File: src/rtl/music_duck_controller.sv
// Ducks the music path while any enabled interrupt source is active: fades the
// gain down, holds it at zero, waits for a quiet hold-off, then fades back in.
module music_duck_controller #(
  parameter int NUM_SRC      = 4,
  parameter int VOL_W        = 4,
  parameter int FADE_DIV     = 2,
  parameter int RESUME_DELAY = 8
) (
  input  logic               clock,
  input  logic               reset,
  input  logic               is_playing,
  input  logic [NUM_SRC-1:0] interrupt,
  input  logic [NUM_SRC-1:0] int_enable,
  output logic               music,
  output logic [VOL_W-1:0]   volume,
  output logic [NUM_SRC-1:0] muted_by,
  output logic [2:0]         state
);

  localparam int PW = (FADE_DIV > 1) ? $clog2(FADE_DIV) : 1;
  localparam int HW = (RESUME_DELAY > 1) ? $clog2(RESUME_DELAY) : 1;
  localparam logic [VOL_W-1:0] VMAX      = {VOL_W{1'b1}};
  localparam logic [PW-1:0]    PRESC_TOP = PW'(FADE_DIV - 1);
  localparam logic [HW-1:0]    HOLD_TOP  = HW'(RESUME_DELAY - 1);

  typedef enum logic [2:0] {
    IDLE     = 3'd0,
    FADE_IN  = 3'd1,
    PLAYING  = 3'd2,
    FADE_OUT = 3'd3,
    MUTED    = 3'd4,
    HOLD     = 3'd5
  } state_t;

  state_t             cur_state, nxt_state;
  logic [VOL_W-1:0]   vol_n;
  logic [PW-1:0]      presc, presc_n;
  logic [HW-1:0]      hold_cnt, hold_n;
  logic [NUM_SRC-1:0] mb_n;
  logic [NUM_SRC-1:0] masked;
  logic [NUM_SRC-1:0] prio;
  logic               active;

  assign masked = interrupt & int_enable;
  assign active = |masked;
  // Isolate the lowest set bit: lowest index wins.
  assign prio   = masked & (~masked + NUM_SRC'(1));

  always_comb begin
    nxt_state = cur_state;
    vol_n     = volume;
    presc_n   = presc;
    hold_n    = hold_cnt;
    mb_n      = muted_by;
    if (!is_playing) begin
      nxt_state = IDLE;
      vol_n     = '0;
      presc_n   = '0;
      hold_n    = '0;
      mb_n      = '0;
    end else begin
      case (cur_state)
        IDLE: begin
          presc_n = '0;
          hold_n  = '0;
          vol_n   = '0;
          if (active) begin
            nxt_state = MUTED;
            mb_n      = prio;
          end else begin
            nxt_state = FADE_IN;
            mb_n      = '0;
          end
        end
        FADE_IN: begin
          if (active) begin
            // Direction change drops any pending step.
            nxt_state = FADE_OUT;
            presc_n   = '0;
            mb_n      = prio;
          end else if (volume == VMAX) begin
            nxt_state = PLAYING;
          end else if (presc == PRESC_TOP) begin
            presc_n = '0;
            vol_n   = volume + VOL_W'(1);
            if (vol_n == VMAX) nxt_state = PLAYING;
          end else begin
            presc_n = presc + PW'(1);
          end
        end
        PLAYING: begin
          vol_n = VMAX;
          if (active) begin
            nxt_state = FADE_OUT;
            presc_n   = '0;
            mb_n      = prio;
          end
        end
        FADE_OUT: begin
          if (volume == '0) begin
            nxt_state = MUTED;
            if (active) mb_n = prio;
          end else if (presc == PRESC_TOP) begin
            presc_n = '0;
            vol_n   = volume - VOL_W'(1);
            if (vol_n == '0) begin
              nxt_state = MUTED;
              if (active) mb_n = prio;
            end
          end else begin
            presc_n = presc + PW'(1);
          end
        end
        MUTED: begin
          vol_n = '0;
          if (active) begin
            mb_n = prio;
          end else begin
            nxt_state = HOLD;
            hold_n    = '0;
          end
        end
        HOLD: begin
          vol_n = '0;
          if (active) begin
            nxt_state = MUTED;
            hold_n    = '0;
            mb_n      = prio;
          end else if (hold_cnt == HOLD_TOP) begin
            nxt_state = FADE_IN;
            hold_n    = '0;
            presc_n   = '0;
            mb_n      = '0;
          end else begin
            hold_n = hold_cnt + HW'(1);
          end
        end
        default: begin
          nxt_state = IDLE;
          vol_n     = '0;
          presc_n   = '0;
          hold_n    = '0;
          mb_n      = '0;
        end
      endcase
    end
  end

  always_ff @(posedge clock or negedge reset) begin
    if (!reset) begin
      cur_state <= IDLE;
      volume    <= '0;
      presc     <= '0;
      hold_cnt  <= '0;
      muted_by  <= '0;
    end else begin
      cur_state <= nxt_state;
      volume    <= vol_n;
      presc     <= presc_n;
      hold_cnt  <= hold_n;
      muted_by  <= mb_n;
    end
  end

  assign music = (volume != '0);
  assign state = cur_state;

endmodule

File: config.mk
export PLATFORM = sky130hd
export DESIGN_NAME = music_duck_controller
export DESIGN_NICKNAME = d
export VERILOG_FILES = /design/src/rtl/music_duck_controller.sv
export SDC_FILE = /design/constraint.sdc
export NUM_CORES = 1
export LEC_CHECK = 0
export ABC_CLOCK_PERIOD_IN_PS = 2750
export BUFFER_PORTS_ARGS = -buffer_cell sky130_fd_sc_hd__buf_2
export CORE_ASPECT_RATIO = 1.4
export CORE_MARGIN = 10
export CORE_UTILIZATION = 55
export CTS_CLUSTER_DIAMETER = 30
export DETAILED_ROUTE_END_ITERATION = 16
export PLACE_DENSITY_LB_ADDON = 0.1
export SETUP_SLACK_MARGIN = 0.02
export SLEW_MARGIN = 5
export SYNTH_ARGS = -nofsm -noshare
export SYNTH_HDL_FRONTEND = slang
export SYNTH_SLANG_ARGS = --single-unit
export TNS_END_PERCENT = 50
File: constraint.sdc
create_clock -name clock -period 2.75 [get_ports clock]
set_input_delay 0.55 -clock clock [delete_from_list [all_inputs] [get_ports clock]]
set_output_delay 0.55 -clock clock [all_outputs]
set_load 0.05 [all_outputs]
## Word level (Yosys, flattened, before mapping)

Cells that the tools add are included.

| word-level totals | value |
|---|---|
| word-level logic and storage cells | 94 |
| output and inout port bits | 12 |
| input port bits | 11 |
| register bits after elaboration | 15 |

| operators by class | value |
|---|---|
| reductions and logical operators | 12 |
| bitwise operators | 3 |
| $add $sub $neg | 5 |
| mux-type cells | 44 |
| equality and inequality tests | 25 |

Operator list:

| operator | count |
|---|---|
| 2-to-1 mux 4 bit | 14 |
| 2-to-1 mux 3 bit | 17 |
| != test 3 bit, second input constant | 9 |
| one-hot mux 3 bit (6 select lines) | 1 |
| != test 4 bit, second input constant | 4 |
| one-hot mux 4 bit (4 select lines) | 1 |
| one-hot mux 4 bit (3 select lines) | 1 |
| != test 5 bit, second input constant | 2 |
| == test 3 bit, second input constant | 3 |
| one-hot mux 3 bit (3 select lines) | 1 |
| adder 4 x 1 -> 4 bit, second input constant | 2 |
| AND 4 bit | 2 |
| == test 4 bit, second input constant | 2 |
| logical NOT 4 bit | 2 |
| 2-to-1 mux 1 bit | 8 |
| AND reduction 7 bit | 1 |
| == test 3 x 2 -> 1 bit, second input constant | 2 |
| AND reduction 6 bit | 1 |
| OR reduction 3 bit | 2 |
| one-hot mux 1 bit (5 select lines) | 1 |
| AND reduction 5 bit | 1 |
| != test 2 bit, second input constant | 2 |
| NOT 4 bit | 1 |
| nonzero test 4 bit | 1 |
| 8 further kinds | 8 |

## Depth between registers and ports, before layout

Gate-level depths: netlist of the first run.

| logic depth | value |
|---|---|
| word-level depth | 10 |
| depth in mapped cells | 7 |
| gate-level depth less buffers | 7 |

## Worst setup path before layout of the first run

OpenSTA, ideal clock, no wires.

| timing | value |
|---|---|
| kind | flip-flop to flip-flop |
| start point | register volume[0] |
| end point | register muted_by[0] |
| setup time | 0.125 ns |
| required time | 2.625 ns |
| stages on the path, launching flop included | 8 |
| arrival time | 2.571 ns |
| slack | 0.054 ns |
| clock period less this slack | 2.696 ns |
| path buffers | 0 |
| cell sequence | dfrtp_1 > inv_1 > ha_1 > or3b_4 > or4b_4 > nor3_4 > a31oi_4 > mux2_4 |

| between the ends | value |
|---|---|
| cells in the longest elaborated chain, start to end | 4 |
| elaborated cells on any way between the ends | 9 |
| those cells by class | add/sub: 1; eq/ne: 2; mux: 3; reduce/logical: 3 |

RTL lines:

| element | line | text |
|---|---|---|
| start: declaration | 15 | `output logic [VOL_W-1:0] volume,` |
| start signal: assignment | 158 | `volume <= vol_n;` |
| subtractor 4 x 1 -> 4 bit or logical NOT 4 bit (tied branches) | 105, 100 |  |
| logical NOT 4 bit or 2-to-1 mux 4 bit (tied branches) | 106, 100 |  |
| != test 4 bit (no line) or one-hot mux 4 bit (4 select lines) (tied branches) | n/a |  |
| AND reduction 3 bit (no line) or 2-to-1 mux 4 bit (tied branches) | n/a |  |
| end signal: assignment | 161 | `muted_by <= mb_n;` |
| end: declaration | 16 | `output logic [NUM_SRC-1:0] muted_by,` |

Several ways; a longest one is shown, not always the timed one.
A chain may end at the register's enable or synchronous reset.

## Worst setup path in the final report of the first run

| timing | value |
|---|---|
| start point | register volume[1] |
| end point | register muted_by[2] |

Same word-level chain as after synthesis.

==> results of run 1 <==
==> registers in the layout, summed over array words and instances (netlist names) <==
signal / flops
muted_by: 4
volume: 4
state: 3
hold_cnt: 3
presc: 1
==> cell families after synthesis <==
logic type                 Yosys count
xor gates and xnor gates             3
muxes                                5
AOI/OAI and AO/OA                   33
buffers and inverters               16
DFF                                 15
adders and majority gates            7
and+or+nand+nor                     58
==> power breakdown <==
part,internal [W],switching (W),total [W]
registers,0.000238,0.0000282,0.000266
clock network,0.0000562,0.0000659,0.000122
logic,0.000110,0.000228,0.000339
==> final timing paths <==
kind                                          from                 endpoint  slack (ns)  depth (start not counted)
setup reg to reg             volume[1]$_DFFE_PN0P_  muted_by[2]$_DFFE_PN0P_        0.38                          7
hold reg to reg            muted_by[2]$_DFFE_PN0P_  muted_by[2]$_DFFE_PN0P_        0.52                          1
min in group clock         muted_by[2]$_DFFE_PN0P_  muted_by[2]$_DFFE_PN0P_        0.52                          1
setup / recovery             volume[1]$_DFFE_PN0P_  muted_by[2]$_DFFE_PN0P_        0.38                          7
hold / removal                               reset  muted_by[0]$_DFFE_PN0P_        0.16                          1
max in group asynchronous                    reset  muted_by[2]$_DFFE_PN0P_        2.33                          1
==> Yosys cell counts (3+ instances only) <==
master | instances | area, sq um
clkbuf_1 | 4 | 15.0
ha_1 | 6 | 75.1
nand2_1 | 16 | 60.1
mux2_4 | 4 | 60.1
o21ai_0 | 5 | 25.0
nand2b_1 | 3 | 18.8
inv_1 | 7 | 26.3
buf_2 | 3 | 15.0
a21oi_1 | 6 | 30.0
nor3_1 | 3 | 15.0
nand4_1 | 3 | 18.8
or3_1 | 4 | 25.0
nor2_1 | 7 | 26.3
nand3_1 | 5 | 25.0
dfrtp_1 | 15 | 375
==> worst reg2reg max path, cell delays in order, from the launching register on <==
cell and delay [ns]:
dfrtp_1 0.52, inv_1 0.11, ha_1 0.24, or3b_4 0.26, or4b_4 0.47, nor3_4 0.23
a31oi_4 0.10, mux2_4 0.33
==> layer usage <==
layer,vias to the layer above,track usage,share of wire
li1,555,-,-
met1,541,0.154,0.42
met2,24,0.232,0.50
met3,6,0.0350,0.062
met4,0,0.0653,0.021
met5,-,0,0
==> through the flow <==
step | util | hold slack [ns] | worst slack [ns] | area, sq um | instances
detailed placement | 0.632 | 0.475 | 0.372 | 1360 | 176
global route | 0.644 | 0.174 | 0.243 | 1390 | 180
CTS | 0.644 | 0.167 | 0.378 | 1390 | 180
finish | 0.644 | 0.162 | 0.385 | 1390 | 180
floorplan | - | 0.254 | 0.0543 | 1240 | 137
global placement | 0.632 | 0.469 | 0.412 | 1360 | 176
==> cell type report <==
class | instances | share of cell area
multi-input combinational | 106 | 0.570
tap | 22 | 0.0199
inverter | 7 | 0.0190
timing repair buffer | 26 | 0.101
sequential | 15 | 0.271
clock buffer | 4 | 0.0190
==> flow_metrics.env, run 1 <==
export IMPL_status="completed"
export IMPL_io_pins=23
export IMPL_antenna_cells=0
export IMPL_grt_pass1_wl_microns=5230
export IMPL_synth_top_family_by_area="simple AND/OR/NAND/NOR gates"
export IMPL_total_leakage_power_nw=0.639
export IMPL_routed_wl_microns=3070
export IMPL_hold_violations=0
export IMPL_initial_core_util=0.575
export IMPL_grt_pass1_vias=1132
export IMPL_place_congestion=0.847
export IMPL_layout_common_cells="22 x buf_2, 16 x nand2_1, 15 x dfrtp_1"
export IMPL_tns_ns=0
export IMPL_drc=0
export IMPL_hold_buffers=0
export IMPL_yosysSeqAreaShare=0.303
export IMPL_cp_slowest_cell="dfrtp_1"
export IMPL_cp_cell_sequence="inv_1 -> ha_1 -> or3b_4 -> or4b_4 -> nor3_4 -> a31oi_4 -> mux2_4"
export IMPL_finalSetupViolCount=0
export IMPL_cts_max_level=1
export IMPL_synth_nets=154
export IMPL_die_h_microns=76.1
export IMPL_max_vdd_ir_drop_uv=257
export IMPL_slew_headroom=0.655
export IMPL_synth_area_sq_um=1240
export IMPL_worst_endpoint_required_ns=2.91
export IMPL_slowest_delay_ns=0.52
export IMPL_synth_simple_area_share=0.274
export IMPL_hp_class="input port to asynchronous set/reset pin"
export IMPL_crit_family="simple AND/OR/NAND/NOR gates"
export IMPL_grt_max_degree=16
export IMPL_root_buffer="clkbuf_4"
export IMPL_wl_per_cell_microns=17.1
export IMPL_syn_inst=137
export IMPL_firstDrtPassIters=4
export IMPL_postCtsSetupBuffers=0
export IMPL_rsz0062_at_grt="false"
export IMPL_synthAdderAreaFrac=0.0688
export IMPL_synth_compound_area_share=0.218
export IMPL_total_power_w=0.000727
export IMPL_antenna_found_initial=0
export IMPL_drive_gt1_frac=0.253
export IMPL_hpwl_microns=2360
export IMPL_area_growth_pct=12.0
export IMPL_synth_ff_type="dfrtp_1"
export IMPL_clock_latency_ns=0.28
export IMPL_grt_ovfl_total=0
export IMPL_synth_xor_area_share=0.0212
export IMPL_power_density_nw_per_um2=524
export IMPL_synth_avg_cell_area_sq_um=9.03
export IMPL_cts_tree="done"
export IMPL_synthMuxAreaShare=0.0566
export IMPL_port_buffer_count=22
export IMPL_fillerInstances=199
export IMPL_worstPathBufferInverterCount=1
export IMPL_grtUsageTotal=0.139
export IMPL_cts_clk_slew_worst_paths_ns=0.09
export IMPL_rows=20
export IMPL_regArea_sq_um=375
export IMPL_dieArea_sq_um=4570
export IMPL_vias=1126
export IMPL_yosys_cell_types_count=52
export IMPL_drt_initial_drc_count=44
export IMPL_synth_edff_count=0
export IMPL_fin_crit_ns=2.37
export IMPL_min_period_over_period=0.860
export IMPL_multi_input_area_sq_um=791
export IMPL_yosysWarnings=0
export IMPL_crit_type="flop to flop"
export IMPL_slew_viol_final=0
export IMPL_ys_seq_elements=15
export IMPL_die_w_microns=60.1
export IMPL_ant_nets=0
export IMPL_end_kind="flop"
export IMPL_fin_skew_ns=0.00540
export IMPL_cts_resized=0
export IMPL_cts_buffer_depth=2
export IMPL_clkSinkCount=15
export IMPL_core_sq_um=2150
export IMPL_cts_made_buffers=3
export IMPL_arrival_ns=2.53
export IMPL_cap_violations=0
export IMPL_fmax_ghz=0.423
export IMPL_viasPerCell=6.26
export IMPL_layout_commonest_cell="buf_2"
export IMPL_worstPathMaxFanout=9
export IMPL_synth_async_reset_ratio=1.00
export IMPL_nets=176
export IMPL_worst_slew_pin_slew_ns=0.512
export IMPL_startpoint_type="flop"
Power figures use the tool's default switching activity.
==> inputs of run 2 (changes only) <==
- BUFFER_PORTS_ARGS: -buffer_cell sky130_fd_sc_hd__buf_2 -> -buffer_cell sky130_fd_sc_hd__clkbuf_2
==> flow_metrics.env, run 2 (same netlist as run 1, synthesis figures left out) <==
export IMPL_min_period_over_period=0.853
export IMPL_crit_family="simple AND/OR/NAND/NOR gates"
export IMPL_cts_made_buffers=3
export IMPL_fin_cells=181
export IMPL_clkSinkCount=15
export IMPL_fin_skew_ns=0.000758
export IMPL_core_sq_um=2150
export IMPL_rsz0062_at_grt="false"
export IMPL_antenna_cells=0
export IMPL_worstPathBufferInverterCount=1
export IMPL_startpoint_type="flop"
export IMPL_cp_cell_sequence="inv_1 -> ha_1 -> or3b_4 -> or4b_4 -> nor3_4 -> a31oi_4 -> mux2_4"
export IMPL_arrival_ns=2.54
export IMPL_placed_area_sq_um=1370
export IMPL_cts_clk_slew_worst_paths_ns=0.10
export IMPL_grt_ovfl_total=0
export IMPL_io_pins=23
export IMPL_clock_latency_ns=0.30
export IMPL_end_kind="flop"
export IMPL_crit_type="flop to flop"
export IMPL_r2r_slack_ns=0.40
export IMPL_hold_buffers=0
export IMPL_slew_headroom=0.664
export IMPL_status="completed"
export IMPL_reg2reg_depth=7
export IMPL_drc=0
export IMPL_worst_endpoint_required_ns=2.94
export IMPL_cap_violations=0
export IMPL_slowest_delay_ns=0.48
export IMPL_total_leakage_power_nw=0.641
export IMPL_cts_max_level=1
export IMPL_drive_gt1_frac=0.264
export IMPL_total_power_w=0.000742
export IMPL_hp_class="input port to asynchronous set/reset pin"
export IMPL_worstPathMaxFanout=8
export IMPL_crit_start="volume[0]$_DFFE_PN0P_"
export IMPL_fin_crit_ns=2.35
export IMPL_firstDrtPassIters=4
export IMPL_rows=20
export IMPL_die_w_microns=60.1
export IMPL_root_buffer="clkbuf_4"
export IMPL_fmax_ghz=0.426
export IMPL_reg2reg_from="volume[0]$_DFFE_PN0P_"
export IMPL_cts_buffer_depth=2
export IMPL_grtUsageTotal=0.142
export IMPL_cts_resized=0
export IMPL_hpwl_microns=2440
export IMPL_hold_violations=0
export IMPL_cp_num_cells=7
export IMPL_port_buffer_count=22
export IMPL_place_congestion=0.926
export IMPL_routed_wl_microns=3120
export IMPL_nets=177
export IMPL_worst_slew_pin_slew_ns=0.499
export IMPL_vias=1160
export IMPL_antenna_found_initial=0
export IMPL_slew_viol_final=0
export IMPL_postCtsSetupBuffers=0
export IMPL_initial_core_util=0.575
export IMPL_area_growth_pct=12.7
export IMPL_fin_area_sq_um=1400
export IMPL_r2r_end="muted_by[1]$_DFFE_PN0P_"
export IMPL_cp_slowest_cell="dfrtp_1"
export IMPL_finalSetupViolCount=0
export IMPL_place_inst=177
export IMPL_grt_pass1_vias=1108
export IMPL_layout_common_cells="22 x clkbuf_2, 16 x nand2_1, 15 x dfrtp_1"
export IMPL_reg_largest_list="muted_by (4), volume (4)"
export IMPL_cts_tree="done"
export IMPL_fillerInstances=190
export IMPL_layout_commonest_cell="clkbuf_2"
export IMPL_grt_pass1_wl_microns=5280
export IMPL_grt_max_degree=19
export IMPL_power_density_nw_per_um2=532
export IMPL_ant_nets=0
export IMPL_max_vdd_ir_drop_uv=258
export IMPL_viasPerCell=6.41
export IMPL_dieArea_sq_um=4570
export IMPL_tns_ns=0
export IMPL_wl_per_cell_microns=17.2
export IMPL_drt_initial_drc_count=49
export IMPL_die_h_microns=76.1
run 2: cell count changes in the layout (fill, tap and decap cells not counted), sizes merged:
cell	delta
buf	-21
clkinv	+1
clkbuf	+21
run 2: stage by stage:
step	hold slack, ns	setup slack [ns]	util
floorplan	0.254	0.0543	-
global placement	0.484	0.523	0.635
detailed placement	0.490	0.408	0.635
CTS	0.164	0.396	0.648
global route	0.173	0.301	0.648
finish	0.150	0.403	0.648
run 2: final cells by class:
cell class	instances	area, sq um	area share
clock buffer	3	22.5	0.0161
clock inverter	1	5.00	0.00359
tap	22	27.5	0.0197
timing repair buffer	27	148	0.106
sequential	15	375	0.269
inverter	7	26.3	0.0188
multi-input combinational	106	791	0.567
run 2: power breakdown:
group          internal [W]  switching (W)  total [W]
Combinational      0.000111       0.000234   0.000345
Sequential         0.000238      0.0000235   0.000262
Clock             0.0000543      0.0000809   0.000135
run 2: worst max-delay path by stage:
stage	end
after floorplan	muted_by[0]$_DFFE_PN0P_
after detailed placement	muted_by[1]$_DFFE_PN0P_
after global placement	muted_by[3]$_DFFE_PN0P_
final	muted_by[1]$_DFFE_PN0P_
after global routing	muted_by[0]$_DFFE_PN0P_
after CTS	muted_by[1]$_DFFE_PN0P_
run 2: metal layers:
layer	GRT usage	part of all wire
met5	0	0
met4	0.0766	0.026
met3	0.0333	0.069
met2	0.228	0.49
met1	0.164	0.42
==> inputs of run 3 (changes only) <==
- ABC_CLOCK_PERIOD_IN_PS: 2750 -> 2400
- clock period: 2.75 -> 2.4 ns (I/O delays scaled with it)
==> flow_metrics.env, run 3 (same netlist as run 1, synthesis figures left out) <==
export IMPL_fmax_ghz=0.445
export IMPL_clock_latency_ns=0.28
export IMPL_viasPerCell=6.35
export IMPL_arrival_ns=2.42
export IMPL_power_density_nw_per_um2=605
export IMPL_rsz0062_at_grt="false"
export IMPL_hp_class="input port to asynchronous set/reset pin"
export IMPL_grt_pass1_vias=1133
export IMPL_grtUsageTotal=0.144
export IMPL_grt_pass1_wl_microns=5390
export IMPL_cts_buffer_depth=2
export IMPL_crit_type="flop to flop"
export IMPL_layout_commonest_cell="clkbuf_2"
export IMPL_root_buffer="clkbuf_4"
export IMPL_worst_endpoint_required_ns=2.57
export IMPL_cts_max_level=1
export IMPL_drive_gt1_frac=0.302
export IMPL_max_vdd_ir_drop_uv=464
export IMPL_reg2reg_depth=7
export IMPL_fin_skew_ns=0.00115
export IMPL_fin_area_sq_um=1430
export IMPL_total_leakage_power_nw=0.651
export IMPL_firstDrtPassIters=4
export IMPL_antenna_found_initial=0
export IMPL_fin_crit_ns=2.25
export IMPL_initial_core_util=0.575
export IMPL_drt_initial_drc_count=52
export IMPL_core_sq_um=2150
export IMPL_worstPathMaxFanout=9
export IMPL_cp_slowest_cell="or4b_4"
export IMPL_placed_area_sq_um=1410
export IMPL_cts_tree="done"
export IMPL_min_period_over_period=0.937
export IMPL_worst_slew_pin_slew_ns=0.496
export IMPL_slew_viol_final=0
export IMPL_area_growth_pct=15.7
export IMPL_cp_cell_sequence="inv_2 -> ha_1 -> and4b_1 -> or4b_4 -> nor3_4 -> a31oi_4 -> mux2_4"
export IMPL_cts_clk_slew_worst_paths_ns=0.09
export IMPL_slew_headroom=0.666
export IMPL_slowest_delay_ns=0.49
export IMPL_die_w_microns=60.1
export IMPL_reg2reg_from="volume[1]$_DFFE_PN0P_"
export IMPL_nets=180
export IMPL_io_pins=23
export IMPL_r2r_slack_ns=0.15
export IMPL_clkSinkCount=15
export IMPL_final_core_utilization=0.665
export IMPL_rows=20
export IMPL_postCtsSetupBuffers=0
export IMPL_place_congestion=0.949
export IMPL_cts_resized=0
export IMPL_port_buffer_count=22
export IMPL_finalSetupViolCount=0
export IMPL_wl_per_cell_microns=17.5
export IMPL_startpoint_type="flop"
export IMPL_dieArea_sq_um=4570
export IMPL_antenna_cells=0
export IMPL_status="completed"
export IMPL_hpwl_microns=2560
export IMPL_hold_violations=0
export IMPL_reg_largest_list="muted_by (4), volume (4)"
export IMPL_r2r_end="muted_by[2]$_DFFE_PN0P_"
export IMPL_cts_made_buffers=3
export IMPL_routed_wl_microns=3210
export IMPL_die_h_microns=76.1
export IMPL_drc=0
export IMPL_layout_common_cells="22 x clkbuf_2, 16 x nand2_1, 13 x dfrtp_1"
export IMPL_ant_nets=0
export IMPL_cap_violations=0
export IMPL_vias=1168
export IMPL_hold_buffers=0
export IMPL_end_kind="flop"
export IMPL_grt_max_degree=19
export IMPL_grt_ovfl_total=0
-- run 3: worst max-delay path by stage --
stage / end / cells past startpoint / start
2_1_floorplan: muted_by[0]$_DFFE_PN0P_ / 7 / volume[0]$_DFFE_PN0P_
3_3_place_gp: muted_by[3]$_DFFE_PN0P_ / 7 / volume[1]$_DFFE_PN0P_
3_5_place_dp: muted_by[0]$_DFFE_PN0P_ / 7 / volume[1]$_DFFE_PN0P_
4_1_cts: muted_by[0]$_DFFE_PN0P_ / 7 / volume[1]$_DFFE_PN0P_
5_1_grt: muted_by[2]$_DFFE_PN0P_ / 7 / volume[1]$_DFFE_PN0P_
6_report: muted_by[2]$_DFFE_PN0P_ / 7 / volume[1]$_DFFE_PN0P_
-- run 3: report_power, final --
group          internal [W]  switching [W]
sequential         0.000273      0.0000252
clock             0.0000644      0.0000805
combinational      0.000144       0.000278
total              0.000482       0.000384
-- run 3: stage by stage --
step                      TNS (ns)  total power, W  std cells  worst slack, ns  hold WS [ns]
after floorplan             -0.221        0.000607        137          -0.0553         0.184
after global placement           0        0.000717        180            0.239         0.418
after CTS                        0        0.000873        184            0.143         0.115
after global routing             0        0.000927        184           0.0632         0.116
after detailed placement         0        0.000725        180            0.155         0.425
final                            0        0.000866        184            0.151         0.112
-- run 3: area by class of cell --
type / instances / area [sq um]
clock buffer: 4 / 26.3
fill: 182 / 721
inverter: 7 / 26.3
multi-input combinational: 106 / 803
sequential: 15 / 378
tap: 22 / 27.5
timing repair buffer: 30 / 170
-- run 3: per-layer routing --
| layer | GRT usage | routed length [microns] |
|---|---|---|
| met1 | 0.175 | 1190 |
| met3 | 0.0350 | 308 |
| met2 | 0.229 | 1620 |
| met5 | 0 | 0 |
| met4 | 0.0608 | 89 |
-- run 3: critical path: cells and delay by family, from the launching register on --
kind | cells | cell delay (ns)
flops | 1 | 0.46
fa+ha+maj | 1 | 0.20
simple gates | 3 | 0.99
mux | 1 | 0.32
buf+inv | 1 | 0.08
compound gates | 1 | 0.09
